$ cat src/rtl/fft_regfile_sequencer.sv
// fft_regfile_sequencer: control FSM that walks the FFT register file through
// one transform (clear, input load, five MAC passes, output hand-off) and
// drives every register enable, the local clear and the MAC input mux select.
module fft_regfile_sequencer #(
  parameter int MAC_LAT = 2,  // MAC input-to-output latency, 1..15
  parameter int CNT_W   = 4   // latency counter width, holds MAC_LAT-1
) (
  input  logic       clock,
  input  logic       reset,
  input  logic       start,
  input  logic       abort,
  input  logic       in_valid,
  input  logic       out_ready,
  output logic       Local_reset,
  output logic       Wr_En_x,
  output logic       Wr_En_A,
  output logic       Wr_En_B,
  output logic       Wr_En_C,
  output logic       Wr_En_D,
  output logic       Wr_En_X,
  output logic       Rd_En_x,
  output logic       Rd_En_A,
  output logic       Rd_En_B,
  output logic       Rd_En_C,
  output logic       Rd_En_D,
  output logic       Rd_En_X,
  output logic [2:0] MAC_IN_Sel,
  output logic       out_valid,
  output logic       busy,
  output logic       done,
  output logic [2:0] pass
);

  typedef enum logic [2:0] {
    S_IDLE,
    S_CLR,
    S_LOAD,
    S_RUN,
    S_WRITE,
    S_OUT,
    S_DONE
  } state_t;

  // Registered output bundle; rd bit 0..5 = x,A,B,C,D,X and wr_dst bit
  // 0..4 = A,B,C,D,X (pass p reads rd[p] and writes wr_dst[p]).
  typedef struct packed {
    logic       local_reset;
    logic [4:0] wr_dst;
    logic [5:0] rd;
    logic [2:0] sel;
    logic       out_valid;
    logic       busy;
    logic       done;
    logic [2:0] pass;
  } outs_t;

  localparam logic [CNT_W-1:0] CNT_LAST = CNT_W'(MAC_LAT - 1);
  localparam logic [2:0]       LAST_PASS = 3'd4;

  state_t           state_q, state_d;
  logic [2:0]       pass_q, pass_d;
  logic [CNT_W-1:0] cnt_q, cnt_d;
  outs_t            outs_q, outs_d;

  // State, pass/counter and output registers; reset returns to IDLE at once.
  // NOTE: sequential state uses <= so every flop samples pre-edge values;
  // blocking = here would let later lines see this edge's updates.
  always_ff @(posedge clock or posedge reset) begin
    if (reset) begin
      state_q <= S_IDLE;
      pass_q  <= '0;
      cnt_q   <= '0;
      outs_q  <= '0;
    end else begin
      state_q <= state_d;
      pass_q  <= pass_d;
      cnt_q   <= cnt_d;
      outs_q  <= outs_d;
    end
  end

  // Next-state logic; abort outside IDLE overrides every other transition.
  // NOTE: each variable gets a default first so no path leaves it unassigned,
  // which would otherwise infer a latch.
  always_comb begin
    state_d = state_q;
    pass_d  = pass_q;
    cnt_d   = cnt_q;
    unique case (state_q)
      S_IDLE:  if (start && !abort) state_d = S_CLR;
      S_CLR:   state_d = S_LOAD;
      S_LOAD: begin
        if (in_valid) begin
          state_d = S_RUN;
          pass_d  = '0;
          cnt_d   = '0;
        end
      end
      S_RUN: begin
        if (cnt_q == CNT_LAST) state_d = S_WRITE;
        else                   cnt_d   = cnt_q + 1'b1;
      end
      S_WRITE: begin
        if (pass_q == LAST_PASS) begin
          state_d = S_OUT;
        end else begin
          state_d = S_RUN;
          pass_d  = pass_q + 3'd1;
          cnt_d   = '0;
        end
      end
      S_OUT:   if (out_ready) state_d = S_DONE;
      S_DONE:  state_d = S_IDLE;
      default: state_d = S_IDLE;
    endcase
    if (abort && state_q != S_IDLE) begin
      state_d = S_IDLE;
      pass_d  = '0;
      cnt_d   = '0;
    end
  end

  // Output decode from the next state, registered so outputs are glitch-free
  // Moore values that line up with the state they describe.
  always_comb begin
    outs_d = '0;
    unique case (state_d)
      S_CLR: begin
        outs_d.local_reset = 1'b1;
        outs_d.busy        = 1'b1;
      end
      S_LOAD: outs_d.busy = 1'b1;
      S_RUN, S_WRITE: begin
        outs_d.busy       = 1'b1;
        outs_d.sel        = pass_d;
        outs_d.pass       = pass_d;
        outs_d.rd[pass_d] = 1'b1;
        if (state_d == S_WRITE) outs_d.wr_dst[pass_d] = 1'b1;
      end
      S_OUT: begin
        outs_d.busy      = 1'b1;
        outs_d.out_valid = 1'b1;
        outs_d.rd[5]     = 1'b1;
      end
      S_DONE: begin
        outs_d.busy = 1'b1;
        outs_d.done = 1'b1;
      end
      default: ;
    endcase
  end

  // The input load strobe must land in the very cycle in_valid is seen, so it
  // is qualified by in_valid directly; abort suppresses a half-committed load.
  assign Wr_En_x     = (state_q == S_LOAD) && in_valid && !abort;

  assign Local_reset = outs_q.local_reset;
  assign Wr_En_A     = outs_q.wr_dst[0];
  assign Wr_En_B     = outs_q.wr_dst[1];
  assign Wr_En_C     = outs_q.wr_dst[2];
  assign Wr_En_D     = outs_q.wr_dst[3];
  assign Wr_En_X     = outs_q.wr_dst[4];
  assign Rd_En_x     = outs_q.rd[0];
  assign Rd_En_A     = outs_q.rd[1];
  assign Rd_En_B     = outs_q.rd[2];
  assign Rd_En_C     = outs_q.rd[3];
  assign Rd_En_D     = outs_q.rd[4];
  assign Rd_En_X     = outs_q.rd[5];
  assign MAC_IN_Sel  = outs_q.sel;
  assign out_valid   = outs_q.out_valid;
  assign busy        = outs_q.busy;
  assign done        = outs_q.done;
  assign pass        = outs_q.pass;

endmodule
$ cat config.mk
export PLATFORM = sky130hd
export DESIGN_NAME = fft_regfile_sequencer
export DESIGN_NICKNAME = d
export VERILOG_FILES = /design/src/rtl/fft_regfile_sequencer.sv
export SDC_FILE = /design/constraint.sdc
export NUM_CORES = 1
export LEC_CHECK = 0
export BUFFER_PORTS_ARGS = -buffer_cell sky130_fd_sc_hd__buf_4
export CAP_MARGIN = 20
export CORE_ASPECT_RATIO = 0.8
export CORE_MARGIN = 4
export CORE_UTILIZATION = 40
export DETAILED_ROUTE_END_ITERATION = 12
export SLEW_MARGIN = 20
export SYNTH_ARGS = -nofsm -noshare
export SYNTH_HDL_FRONTEND = slang
export SYNTH_SLANG_ARGS = --single-unit
$ cat constraint.sdc
create_clock -name clock -period 1.9 [get_ports clock]
set_input_delay 0.38 -clock clock [delete_from_list [all_inputs] [get_ports clock]]
set_output_delay 0.38 -clock clock [all_outputs]
set_load 0.005 [all_outputs]
Word level (Yosys, flattened, before mapping)
Cells that the tools add are included.
- flip-flop bits (word level): 31
- input bits: 6
- output and inout port bits: 22
- logic and storage cells: 70
- add/subtract/negate cells: 2
- $lt $le $gt $ge: 2
- equal/unequal tests: 16
- multiplexer cells: 27
- reduce and logical (&&, ||, !) cells: 12
- operator list (operator ; count):
    2-to-1 mux 3 bit ; 10
    equality test 3 bit (second input constant) ; 6
    case mux 3 bit (6 select lines) ; 1
    2-to-1 mux 4 bit ; 4
    equality test 3 x 2 -> 1 bit (second input constant) ; 4
    case mux 4 bit (3 select lines) ; 1
    2-to-1 mux 5 bit ; 2
    inequality test 3 bit (second input constant) ; 3
    2-to-1 mux 8 bit ; 1
    equality test 3 x 1 -> 1 bit (second input constant) ; 2
    case mux 3 bit (2 select lines) ; 1
    OR reduction 6 bit ; 1
    logical AND 1 bit ; 5
    2-to-1 mux 1 bit ; 5
    adder 4 x 1 -> 4 bit (second input constant) ; 1
    equality test 4 x 1 -> 1 bit (second input constant) ; 1
    < comparator 3 x 4 -> 1 bit (second input constant) ; 1
    AND reduction 4 bit ; 1
    nonzero test 4 bit ; 1
    adder 3 x 1 -> 3 bit (second input constant) ; 1
    demux 1 bit (select 3 bit) ; 1
    greater-or-equal comparator 3 x 1 -> 1 bit (second input constant) ; 1
    logical NOT 3 bit ; 1
    nonzero test 3 bit ; 1
    3 further kinds ; 3

Depth between registers and ports, before layout
Gate-level depths: netlist of run 1.
- depth after elaboration: 10
- gate-level depth with buffers: 8
- gate-level depth less buffers: 8

Worst setup path after synthesis of run 1
Ideal clock, no wire load.
- path kind: reg2reg
- start: register cnt_q[0]
- end: register cnt_q[2]
- library setup time: 0.078 ns
- arrival: 1.791 ns
- data required time: 1.822 ns
- slack: 0.031 ns
- stages on the path, launching flop included: 6
- period minus slack after synthesis: 1.869 ns
- cell sequence: dfrtp_1 ha_1 and4bb_1 o32a_1 or4b_1 a21oi_1
- cells in the longest elaborated chain, start to end: 4
- ends and longest elaborated chain (element ; line ; RTL):
    start: declaration ; 62 ; logic [CNT_W-1:0] cnt_q, cnt_d;
    start signal: assignment ; 77 ; cnt_q <= cnt_d;
    adder 4 x 1 -> 4 bit ; 101 ; else cnt_d = cnt_q + 1'b1;
    2-to-1 mux 4 bit ; 100 ; if (cnt_q == CNT_LAST) state_d = S_WRITE;
    case mux 4 bit (3 select lines) ; 89 ; unique case (state_q)
    2-to-1 mux 4 bit ; 116 ; if (abort && state_q != S_IDLE) begin
Parallel ways exist; a longest one is shown, timed or not. The select of a mux whose other input is x is not followed.
A chain may end at the register's enable or synchronous reset.

==> metrics.txt, run 1 <==
# TYPE chip_impl_metric gauge
chip_impl_metric{name="timing.final.max_slew_violations",unit=""} 0
chip_impl_metric{name="flip_flop_and_latch_count_after_synthesis",unit=""} 28
chip_impl_info{name="list_of_most_frequent_post_synthesis_cells",value="28 x dfrtp_1, 15 x nor2_1, 10 x nand2_1"} 1
chip_impl_info{name="start_kind",value="flop"} 1
chip_impl_info{name="critical_path.top_delay_family",value="simple AND/OR/NAND/NOR gates"} 1
chip_impl_metric{name="synth_area",unit="sq um"} 1400
chip_impl_metric{name="first_pass_grt_wire_length",unit="um"} 5360
chip_impl_info{name="status",value="finished, final reports clean"} 1
chip_impl_metric{name="antenna_violations_before_repair",unit=""} 0
chip_impl_info{name="synth_flop_cell",value="dfrtp_1"} 1
chip_impl_metric{name="timing.hold.ws",unit="ns"} 0.166
chip_impl_metric{name="synth_cell_types",unit=""} 43
chip_impl_metric{name="drc",unit=""} 0
chip_impl_metric{name="placement.io_buffers",unit=""} 27
chip_impl_info{name="min_path_type",value="in -> async"} 1
chip_impl_info{name="post-synth-top-area-cell",value="dfrtp_1"} 1
chip_impl_metric{name="critical_path_buf_inv_count",unit=""} 2
chip_impl_metric{name="worst-r2r-cell-count",unit=""} 7
chip_impl_metric{name="drt_total_wl",unit="um"} 3540
chip_impl_metric{name="boundaryPins",unit=""} 28
chip_impl_metric{name="detailedRoute.firstIterationViolations",unit=""} 59
chip_impl_metric{name="global_route.usage.total",unit=""} 0.157
chip_impl_metric{name="final-seq-area",unit="sq um"} 704
chip_impl_metric{name="fp.dieH",unit="um"} 60.9
chip_impl_metric{name="ys_async_sr_fraction",unit=""} 1.00
chip_impl_metric{name="tightest_slew",unit="ns"} 0.391
chip_impl_info{name="synth_top_family_by_area",value="simple AND/OR/NAND/NOR gates"} 1
chip_impl_metric{name="fp.dieArea",unit="sq um"} 4520
chip_impl_metric{name="worstPathMaxFanout",unit=""} 7
chip_impl_metric{name="fillerInstances",unit=""} 270
chip_impl_metric{name="rows",unit=""} 18
chip_impl_metric{name="syn_inst",unit=""} 136
chip_impl_metric{name="clock.fmax",unit="GHz"} 0.535
chip_impl_info{name="synth_area_leaders",value="dfrtp_1 50%, nor2_1 4.0%, ha_1 3.6%"} 1
chip_impl_metric{name="synth.top_cell.area_share",unit=""} 0.500
chip_impl_metric{name="pin_count_of_the_biggest_net_entering_global_routing",unit=""} 29
chip_impl_metric{name="numCtsBuffers",unit=""} 3
chip_impl_metric{name="layout-area-overhead-vs-synth",unit="%"} 38.9
chip_impl_metric{name="cts.sink_count",unit=""} 28
chip_impl_metric{name="required_time_worst_endpoint",unit="ns"} 2.08
chip_impl_info{name="crit_path_cell_trace",value="buf_4 -> and2b_1 -> nand2_1 -> nor3_2 -> buf_4 -> a31oi_4 -> o32ai_2"} 1
chip_impl_metric{name="synthesis.nets",unit=""} 146
chip_impl_metric{name="placedCellCount",unit=""} 215
chip_impl_metric{name="finalHoldViolations",unit=""} 0
chip_impl_metric{name="drt_pre_antenna_iters",unit=""} 4
chip_impl_metric{name="finalNetCount",unit=""} 197
chip_impl_metric{name="route.antenna.remaining_nets",unit=""} 0
chip_impl_metric{name="relative_slew_slack",unit=""} 0.738
chip_impl_metric{name="synth-edff-count",unit=""} 0
chip_impl_metric{name="htreeDepth",unit=""} 1
chip_impl_metric{name="globalRoute.totalOverflow",unit=""} 0
chip_impl_metric{name="synth-compound-area-share",unit=""} 0.161
chip_impl_metric{name="ratio_of_cells_with_drive_above_1_in_the_final_layout",unit=""} 0.446
chip_impl_metric{name="final.setup_skew",unit="ns"} 0.00553
chip_impl_info{name="yosys.cell_count.top_type",value="dfrtp_1"} 1
chip_impl_metric{name="finalSetupViolations",unit=""} 0
chip_impl_info{name="unrepaired_setup_endpoints_after_global_routing",value="yes"} 1
chip_impl_info{name="critical-path-slowest-cell",value="dfrtp_2"} 1
chip_impl_metric{name="cts_hold_repair.buffers",unit=""} 0
chip_impl_metric{name="critical_path_cell_count",unit=""} 7
chip_impl_metric{name="multi_input_comb_area",unit="sq um"} 707
chip_impl_metric{name="power-per-cell-area",unit="nW/um^2"} 1150
chip_impl_metric{name="gpl.final_weighted_congestion",unit=""} 0.836
chip_impl_metric{name="ff2ff_setup_slack",unit="ns"} 0.03
chip_impl_metric{name="dp.final_hpwl",unit="um"} 2540
chip_impl_metric{name="ys_warn_count",unit=""} 0
chip_impl_metric{name="clk_transition_reported_paths",unit="ns"} 0.09
chip_impl_metric{name="synth_adder_area_share",unit=""} 0.0357
chip_impl_metric{name="core_area",unit="sq um"} 3220
chip_impl_metric{name="muxShareOfSynthArea",unit=""} 0
chip_impl_metric{name="worst-endpoint-arrival",unit="ns"} 2.05
chip_impl_metric{name="route.detailed.vias_per_inst",unit=""} 5.11
chip_impl_metric{name="routed-via-count",unit=""} 1154
chip_impl_metric{name="p_leak",unit="nW"} 0.944
chip_impl_metric{name="vias_in_the_first_global_route",unit=""} 1125
chip_impl_metric{name="floorplan.die.width",unit="um"} 74.2
chip_impl_metric{name="slowest_delay",unit="ns"} 0.47
chip_impl_metric{name="maximum_root_to_sink_buffer_count",unit=""} 2
chip_impl_metric{name="stdcell_count",unit=""} 226
chip_impl_info{name="cts_tree",value="yes"} 1
chip_impl_metric{name="detail_route.wl_per_cell",unit="um"} 15.7
chip_impl_info{name="worst-setup-path-type",value="reg -> reg"} 1
chip_impl_metric{name="floorplan.initialDensity",unit=""} 0.435
chip_impl_metric{name="final_min_period_over_clock_period",unit=""} 0.984
chip_impl_metric{name="synthXorXnorAreaFrac",unit=""} 0
chip_impl_info{name="critPathCaptureType",value="flop"} 1
chip_impl_metric{name="drv.max_cap_violation_count",unit=""} 0
chip_impl_metric{name="synth-simple-area-share",unit=""} 0.247
chip_impl_metric{name="final_period_minus_worst_setup_slack",unit="ns"} 1.87
chip_impl_info{name="root_buffer",value="clkbuf_8"} 1
chip_impl_metric{name="insertedDiodeCount",unit=""} 0
chip_impl_metric{name="yosysSeqAreaShare",unit=""} 0.500
chip_impl_metric{name="synth.avg_cell_area",unit="sq um"} 10.3
chip_impl_metric{name="clkLatencyLatePin",unit="ns"} 0.27
chip_impl_metric{name="ir_drop_worst_vdd",unit="uV"} 671
chip_impl_info{name="critPathMostFrequentCell",value="buf_4"} 1
-- layout by cell type (no fill, tap or decap), types with 2 or more instances in the layout --
cell / synthesis / layout
nand3b_1: 3 / 3
nor2_1: 15 / 15
nor3_1: 9 / 6
o21a_1: 2 / 2
nand2b_1: 2 / 2
or2_2: 3 / 3
a21oi_1: 9 / 7
nand2_1: 10 / 10
a21oi_2: 0 / 2
buf_4: 5 / 51
o21ai_1: 2 / 2
nor3_2: 0 / 3
nor2b_1: 5 / 4
and3_1: 2 / 2
dfrtp_2: 0 / 3
o21ai_0: 3 / 3
inv_1: 6 / 6
a31oi_4: 1 / 3
clkbuf_8: 0 / 3
ha_1: 4 / 3
dfrtp_1: 28 / 25
-- timing repair --
item / in CTS / in global routing
hold endpoints to repair: 0 / 0
buffers inserted: 0 / 6
pin swaps: 3 / 3
endpoints found under the setup margin: 4 / 15
gates cloned: 0 / 1
resized for setup: 4 / 13
-- cells by family (layout without fill, tap and decap cells) --
kind of cell | count (synthesis) | count (layout)
DFF | 28 | 28
and+or+nand+nor | 61 | 61
buffers and inverters | 14 | 63
AOI/OAI and AO/OA | 29 | 30
adders and majority gates | 4 | 4
-- power by group --
| group | leakage (nW) | internal (W) | switching, W |
|---|---|---|---|
| clock | 0.0357 | 0.000282 | 0.000178 |
| sequential | 0.380 | 0.000664 | 0.0000683 |
| combinational | 0.529 | 0.000506 | 0.000535 |
| total | 0.944 | 0.00145 | 0.000781 |
-- final cells by class --
class / count / area share
tap: 40 / 0.0257
multi-input combinational: 95 / 0.363
sequential: 28 / 0.362
timing repair buffer: 52 / 0.199
clock buffer: 3 / 0.0212
clock inverter: 1 / 0.0154
inverter: 7 / 0.0135
-- tightest hold or removal path, cell delays in order --
cell and delay [ns]:
buf_4 0.11, inv_1 0.04, buf_4 0.32
-- per-stage QoR --
stage / utilization / setup TNS (ns) / worst slack (ns) / cell area, sq um / total power [W]
after floorplan: - / 0 / 0.0307 / 1400 / 0.00124
after CTS: 0.566 / 0 / 0.0195 / 1820 / 0.00200
after detailed placement: 0.542 / -0.00691 / -0.00604 / 1740 / 0.00154
after global placement: 0.542 / -0.0395 / -0.0184 / 1740 / 0.00151
final: 0.605 / 0 / 0.0309 / 1950 / 0.00223
after global routing: 0.605 / -0.340 / -0.0691 / 1950 / 0.00237
-- registers in the layout, summed over array words and instances (netlist names), 3 cells and up --
| signal | flops |
|---|---|
| pass | 3 |
| state_q | 3 |
| cnt_q | 4 |
| pass_q | 3 |
-- worst paths after layout --
path,from,to
max in group asynchronous,reset,state_q[0]
worst max-delay path,state_q[2],Rd_En_X
min in group clock,abort,cnt_q[3]
worst min-delay path,reset,Local_reset
worst max register to register,state_q[2],Rd_En_X
worst min register to register,cnt_q[3],cnt_q[3]
-- routing by layer --
| layer | track usage | routed length (um) | up-vias |
|---|---|---|---|
| met5 | 0 | 0 | - |
| met3 | 0.0281 | 150 | 4 |
| met1 | 0.240 | 1720 | 552 |
| met2 | 0.220 | 1650 | 25 |
| li1 | - | - | 573 |
| met4 | 0.0568 | 26 | 0 |
Power figures use the tool's default switching activity.
==> run 2, diff against run 1 <==
--- a/config.mk
+++ b/config.mk
@@ -11,6 +11,7 @@
 export CORE_MARGIN = 4
 export CORE_UTILIZATION = 40
 export DETAILED_ROUTE_END_ITERATION = 12
+export REMOVE_ABC_BUFFERS = 1
 export SLEW_MARGIN = 20
 export SYNTH_ARGS = -nofsm -noshare
 export SYNTH_HDL_FRONTEND = slang
==> run 2 against run 1 <==
First-iteration DRC count fell by 6.8%. Clock skew fell by 0.0019 ns. Non-clock buffer count fell by 1. Clock power barely moved. Critical path type unchanged. Critical endpoint is now cnt_q[2]. Largest cell class unchanged. Highest routed layer unchanged.
==> metrics.txt, run 2 (same netlist as run 1, synthesis figures left out) <==
# TYPE chip_impl_metric gauge
chip_impl_info{name="status",value="finished, final reports clean"} 1
chip_impl_metric{name="detail_route.wl_per_cell",unit="um"} 14.6
chip_impl_metric{name="worst-r2r-cell-count",unit=""} 5
chip_impl_info{name="start_kind",value="flop"} 1
chip_impl_metric{name="pin_count_of_the_biggest_net_entering_global_routing",unit=""} 29
chip_impl_metric{name="cts_hold_repair.buffers",unit=""} 0
chip_impl_metric{name="fp.dieH",unit="um"} 60.9
chip_impl_metric{name="placement.io_buffers",unit=""} 27
chip_impl_metric{name="clkLatencyLatePin",unit="ns"} 0.27
chip_impl_metric{name="worst-endpoint-arrival",unit="ns"} 2.09
chip_impl_info{name="worst-setup-path-type",value="reg -> reg"} 1
chip_impl_metric{name="finalHoldViolations",unit=""} 0
chip_impl_metric{name="required_time_worst_endpoint",unit="ns"} 2.10
chip_impl_metric{name="final-seq-area",unit="sq um"} 703
chip_impl_metric{name="drc",unit=""} 0
chip_impl_metric{name="floorplan.die.width",unit="um"} 74.2
chip_impl_metric{name="p_leak",unit="nW"} 0.944
chip_impl_metric{name="floorplan.initialDensity",unit=""} 0.435
chip_impl_metric{name="first_pass_grt_wire_length",unit="um"} 5280
chip_impl_metric{name="htreeDepth",unit=""} 1
chip_impl_metric{name="finalInstanceArea",unit="sq um"} 1950
chip_impl_metric{name="rows",unit=""} 18
chip_impl_metric{name="fillerInstances",unit=""} 268
chip_impl_info{name="critPathCaptureType",value="flop"} 1
chip_impl_metric{name="maximum_root_to_sink_buffer_count",unit=""} 2
chip_impl_metric{name="dp.final_hpwl",unit="um"} 2420
chip_impl_metric{name="finalNetCount",unit=""} 196
chip_impl_info{name="critical_path.reg2reg.startpoint",value="cnt_q[0]"} 1
chip_impl_metric{name="cts.sink_count",unit=""} 28
chip_impl_metric{name="worstPathMaxFanout",unit=""} 3
chip_impl_info{name="cts_tree",value="yes"} 1
chip_impl_metric{name="routed-via-count",unit=""} 1166
chip_impl_metric{name="finalSetupViolations",unit=""} 0
chip_impl_metric{name="gpl.final_weighted_congestion",unit=""} 0.804
chip_impl_metric{name="final_min_period_over_clock_period",unit=""} 0.995
chip_impl_metric{name="ff2ff_setup_slack",unit="ns"} 0.009
chip_impl_metric{name="tightest_slew",unit="ns"} 0.379
chip_impl_info{name="mostFrequentLayoutCell",value="buf_4"} 1
chip_impl_metric{name="ir_drop_worst_vdd",unit="uV"} 575
chip_impl_metric{name="totalNegativeSetupSlack",unit="ns"} 0
chip_impl_metric{name="vias_in_the_first_global_route",unit=""} 1130
chip_impl_metric{name="largest_register_ff_count",unit=""} 4
chip_impl_info{name="unrepaired_setup_endpoints_after_global_routing",value="yes"} 1
chip_impl_metric{name="timing.final.max_slew_violations",unit=""} 0
chip_impl_metric{name="stdcell_count",unit=""} 225
chip_impl_metric{name="insertedDiodeCount",unit=""} 0
chip_impl_info{name="min_path_type",value="in -> async"} 1
chip_impl_metric{name="detailedRoute.firstIterationViolations",unit=""} 55
chip_impl_metric{name="clk_transition_reported_paths",unit="ns"} 0.09
chip_impl_info{name="worstReg2RegEnd",value="cnt_q[2]"} 1
chip_impl_metric{name="total_power",unit="W"} 0.00218
chip_impl_metric{name="boundaryPins",unit=""} 28
chip_impl_metric{name="route.antenna.remaining_nets",unit=""} 0
chip_impl_metric{name="route.detailed.vias_per_inst",unit=""} 5.18
chip_impl_metric{name="final.setup_skew",unit="ns"} 0.00360
chip_impl_metric{name="clock.fmax",unit="GHz"} 0.529
chip_impl_metric{name="multi_input_comb_area",unit="sq um"} 714
chip_impl_metric{name="final_period_minus_worst_setup_slack",unit="ns"} 1.89
chip_impl_metric{name="globalRoute.totalOverflow",unit=""} 0
chip_impl_info{name="most-common-layout-cells",value="50 x buf_4, 26 x dfrtp_1, 15 x nor2_1, 10 x nand2_1, 8 x a21oi_1"} 1
chip_impl_metric{name="drv.max_cap_violation_count",unit=""} 0
chip_impl_metric{name="numCtsBuffers",unit=""} 3
chip_impl_metric{name="power-per-cell-area",unit="nW/um^2"} 1120
chip_impl_metric{name="global_route.usage.total",unit=""} 0.154
chip_impl_metric{name="fp.dieArea",unit="sq um"} 4520
chip_impl_metric{name="placedCellCount",unit=""} 218
chip_impl_metric{name="relative_slew_slack",unit=""} 0.746
chip_impl_metric{name="layout-area-overhead-vs-synth",unit="%"} 39.3
chip_impl_metric{name="antenna_violations_before_repair",unit=""} 0
chip_impl_metric{name="ratio_of_cells_with_drive_above_1_in_the_final_layout",unit=""} 0.438
chip_impl_metric{name="placedInstanceArea",unit="sq um"} 1770
chip_impl_metric{name="drt_total_wl",unit="um"} 3280
chip_impl_metric{name="drt_pre_antenna_iters",unit=""} 4
chip_impl_info{name="largest-register",value="cnt_q"} 1
chip_impl_metric{name="core_area",unit="sq um"} 3220
chip_impl_info{name="root_buffer",value="clkbuf_8"} 1
[run 2: area by class of cell]
class,count,share of cell area
repair buffers,51,0.198
clock buffers,3,0.0212
clock inverters,1,0.0154
inverters,7,0.0135
flip-flops and latches,28,0.360
well taps,40,0.0256
multi-input cells,95,0.366
[run 2: timing repair]
item                       in CTS  in global routing
resized for setup               5                 14
pin swaps                       2                  5
setup buffers                   0                  2
setup endpoints to repair      10                 16
gates cloned                    1                  0
[run 2: worst max-delay path by stage]
stage / endpoint / slack (ns) / startpoint
after floorplan: cnt_q[2] / 0.03 / cnt_q[0]
after CTS: cnt_q[2] / 0.0005 / cnt_q[0]
after detailed placement: Rd_En_X / -0.03 / cnt_q[1]
final: cnt_q[2] / 0.009 / cnt_q[0]
after global routing: cnt_q[2] / -0.04 / cnt_q[0]
after global placement: Rd_En_A / -0.02 / state_q[0]
[run 2: metrics by stage]
step | worst slack (ns) | hold WS [ns] | utilization
CTS | 0.000530 | 0.166 | 0.582
global route | -0.0406 | 0.195 | 0.606
global placement | -0.0171 | 0.470 | 0.549
floorplan | 0.0312 | 0.445 | -
detailed placement | -0.0266 | 0.477 | 0.549
finish | 0.00869 | 0.160 | 0.606
[run 2: worst max-delay path: stages (launching register included)]
cell	delay [ns]
dfrtp_1	0.40
ha_2	0.18
and4bb_1	0.22
o32a_1	0.37
or4b_1	0.50
a21oi_1	0.16
[run 2: routing by layer]
| metal | track usage | share of wire |
|---|---|---|
| met1 | 0.221 | 0.48 |
| met5 | 0 | 0 |
| met2 | 0.247 | 0.46 |
| met4 | 0.0233 | 0.0018 |
| met3 | 0.0298 | 0.052 |
[run 2: report_power, final]
group	leakage [nW]	switching [W]	internal, W
Sequential	0.381	0.0000610	0.000662
Clock	0.0357	0.000179	0.000282
Combinational	0.528	0.000522	0.000476
Total	0.944	0.000762	0.00142
==> run 3, diff against run 2 <==
--- a/config.mk
+++ b/config.mk
@@ -11,7 +11,9 @@
 export CORE_MARGIN = 4
 export CORE_UTILIZATION = 40
 export DETAILED_ROUTE_END_ITERATION = 12
+export GPL_ROUTABILITY_DRIVEN = 0
 export REMOVE_ABC_BUFFERS = 1
+export SETUP_SLACK_MARGIN = 0.1
 export SLEW_MARGIN = 20
 export SYNTH_ARGS = -nofsm -noshare
 export SYNTH_HDL_FRONTEND = slang
==> run 3 against run 2 <==
Sequential power grew 0.7%. Critical path type unchanged. Sequential cell count is the same. Fmax grew 2.9%. Cell count grew 3.6%. Die area is the same. Largest cell class unchanged. Critical endpoint is now Rd_En_X.
==> metrics.txt, run 3 (same netlist as run 1, synthesis figures left out) <==
# TYPE chip_impl_metric gauge
chip_impl_metric{name="power-per-cell-area",unit="nW/um^2"} 1150
chip_impl_metric{name="antenna_violations_before_repair",unit=""} 0
chip_impl_metric{name="clk_transition_reported_paths",unit="ns"} 0.09
chip_impl_info{name="min_path_type",value="in -> async"} 1
chip_impl_info{name="largest-register",value="cnt_q"} 1
chip_impl_metric{name="maximum_root_to_sink_buffer_count",unit=""} 2
chip_impl_metric{name="rows",unit=""} 18
chip_impl_metric{name="ratio_of_cells_with_drive_above_1_in_the_final_layout",unit=""} 0.492
chip_impl_metric{name="floorplan.die.width",unit="um"} 74.2
chip_impl_metric{name="core_area",unit="sq um"} 3220
chip_impl_metric{name="cts.sink_count",unit=""} 28
chip_impl_metric{name="final_min_period_over_clock_period",unit=""} 0.967
chip_impl_metric{name="final.setup_skew",unit="ns"} 0.00508
chip_impl_metric{name="pin_count_of_the_biggest_net_entering_global_routing",unit=""} 29
chip_impl_metric{name="final_period_minus_worst_setup_slack",unit="ns"} 1.84
chip_impl_info{name="most-common-layout-cells",value="57 x buf_4, 25 x dfrtp_1, 15 x nor2_1, 9 x nand2_1"} 1
chip_impl_metric{name="route.antenna.remaining_nets",unit=""} 0
chip_impl_metric{name="worstPathMaxFanout",unit=""} 5
chip_impl_metric{name="drc",unit=""} 0
chip_impl_info{name="start_kind",value="flop"} 1
chip_impl_info{name="status",value="finished, final reports clean"} 1
chip_impl_metric{name="numCtsBuffers",unit=""} 3
chip_impl_info{name="unrepaired_setup_endpoints_after_global_routing",value="yes"} 1
chip_impl_metric{name="clkLatencyLatePin",unit="ns"} 0.27
chip_impl_metric{name="floorplan.initialDensity",unit=""} 0.435
chip_impl_metric{name="final-seq-area",unit="sq um"} 704
chip_impl_metric{name="placedInstanceArea",unit="sq um"} 1770
chip_impl_info{name="worstReg2RegEnd",value="Rd_En_X"} 1
chip_impl_metric{name="finalHoldViolations",unit=""} 0
chip_impl_metric{name="htreeDepth",unit=""} 1
chip_impl_metric{name="routed-via-count",unit=""} 1204
chip_impl_metric{name="finalInstanceArea",unit="sq um"} 2050
chip_impl_metric{name="relative_slew_slack",unit=""} 0.756
chip_impl_metric{name="cts_hold_repair.buffers",unit=""} 0
chip_impl_metric{name="worst-endpoint-arrival",unit="ns"} 1.99
chip_impl_metric{name="detail_route.wl_per_cell",unit="um"} 15.0
chip_impl_metric{name="drt_total_wl",unit="um"} 3500
chip_impl_metric{name="met3_usage",unit=""} 0.0298
chip_impl_metric{name="grt_use_met1",unit=""} 0.225
chip_impl_info{name="grt_busiest_layer",value="met2"} 1
chip_impl_metric{name="tightest_slew",unit="ns"} 0.364
chip_impl_metric{name="finalSetupViolations",unit=""} 0
chip_impl_metric{name="fp.dieArea",unit="sq um"} 4520
chip_impl_metric{name="largest_register_ff_count",unit=""} 4
chip_impl_metric{name="dp.final_hpwl",unit="um"} 2420
chip_impl_info{name="critPathCaptureType",value="flop"} 1
chip_impl_metric{name="vias_in_the_first_global_route",unit=""} 1149
chip_impl_metric{name="fillerInstances",unit=""} 258
chip_impl_info{name="cts_tree",value="yes"} 1
chip_impl_metric{name="globalRouteMet2Util",unit=""} 0.263
chip_impl_metric{name="finish.utilization",unit=""} 0.638
chip_impl_metric{name="totalNegativeSetupSlack",unit="ns"} 0
chip_impl_metric{name="timing.final.max_slew_violations",unit=""} 0
chip_impl_metric{name="fp.dieH",unit="um"} 60.9
chip_impl_metric{name="detailedRoute.firstIterationViolations",unit=""} 41
chip_impl_metric{name="required_time_worst_endpoint",unit="ns"} 2.06
chip_impl_metric{name="drv.max_cap_violation_count",unit=""} 0
chip_impl_metric{name="route.detailed.vias_per_inst",unit=""} 5.17
chip_impl_metric{name="worst-r2r-cell-count",unit=""} 7
chip_impl_metric{name="layout-area-overhead-vs-synth",unit="%"} 46.5
chip_impl_metric{name="drt_pre_antenna_iters",unit=""} 4
chip_impl_metric{name="finalNetCount",unit=""} 204
chip_impl_metric{name="first_pass_grt_wire_length",unit="um"} 5470
chip_impl_metric{name="globalRoute.totalOverflow",unit=""} 0
chip_impl_metric{name="boundaryPins",unit=""} 28
chip_impl_metric{name="clock.fmax",unit="GHz"} 0.544
chip_impl_metric{name="placement.io_buffers",unit=""} 27
chip_impl_metric{name="multi_input_comb_area",unit="sq um"} 757
chip_impl_metric{name="ir_drop_worst_vdd",unit="uV"} 586
chip_impl_info{name="critical_path.reg2reg.startpoint",value="state_q[1]"} 1
chip_impl_metric{name="global_route.usage.total",unit=""} 0.160
chip_impl_info{name="worst-setup-path-type",value="reg -> reg"} 1
chip_impl_metric{name="insertedDiodeCount",unit=""} 0
chip_impl_info{name="mostFrequentLayoutCell",value="buf_4"} 1
chip_impl_metric{name="ff2ff_setup_slack",unit="ns"} 0.06
chip_impl_info{name="root_buffer",value="clkbuf_8"} 1
chip_impl_metric{name="p_leak",unit="nW"} 0.996
run 3: metrics by stage:
step | hold WS (ns) | instances | setup slack (ns) | power, W
3_3_place_gp | 0.470 | 218 | -0.0171 | 0.00155
3_5_place_dp | 0.477 | 218 | -0.0266 | 0.00156
4_1_cts | 0.166 | 227 | 0.0646 | 0.00224
6_report | 0.163 | 233 | 0.0626 | 0.00236
5_1_grt | 0.195 | 233 | -0.0177 | 0.00251
2_1_floorplan | 0.445 | 129 | 0.0312 | 0.00120
run 3: report_power, final:
part           total (W)  internal, W  switching (W)
combinational    0.00118     0.000581       0.000596
sequential      0.000728     0.000665      0.0000631
clock           0.000459     0.000282       0.000178
total            0.00236      0.00153       0.000837
run 3: worst max-delay path, stage by stage, from the launching register on:
cell and delay, ns:
dfrtp_2 0.46, buf_4 0.17, and4bb_2 0.23, buf_4 0.14, a21oi_4 0.16, a31oi_4 0.15, a31oi_4 0.30, o32ai_2 0.11
run 3: what timing repair did:
action                     in CTS  in global routing
setup buffers                   4                  6
cloned                          1                  0
setup endpoints to repair      16                 17
pin swaps                       5                  7
resized for setup              17                 15
run 3: metal layers:
metal | share of wire | wire length (um)
met1 | 0.47 | 1640
met2 | 0.49 | 1700
met3 | 0.041 | 145
met4 | 0.0051 | 18
met5 | 0 | 0
run 3: worst max path at each step:
stage,end,depth (start not counted),startpoint,slack (ns)
after detailed placement,Rd_En_X,7,cnt_q[1],-0.03
after global placement,Rd_En_A,6,state_q[0],-0.02
after floorplan,cnt_q[2],5,cnt_q[0],0.03
final,Rd_En_X,7,state_q[1],0.06
after global routing,Rd_En_X,7,state_q[0],-0.02
after CTS,cnt_q[2],5,cnt_q[0],0.06
run 3: layout make-up:
class,count,share of cell area
clock buffers,3,0.0201
clock inverters,1,0.0146
inverters,7,0.0128
multi-input cells,95,0.369
flip-flops and latches,28,0.343
well taps,40,0.0244
repair buffers,59,0.216
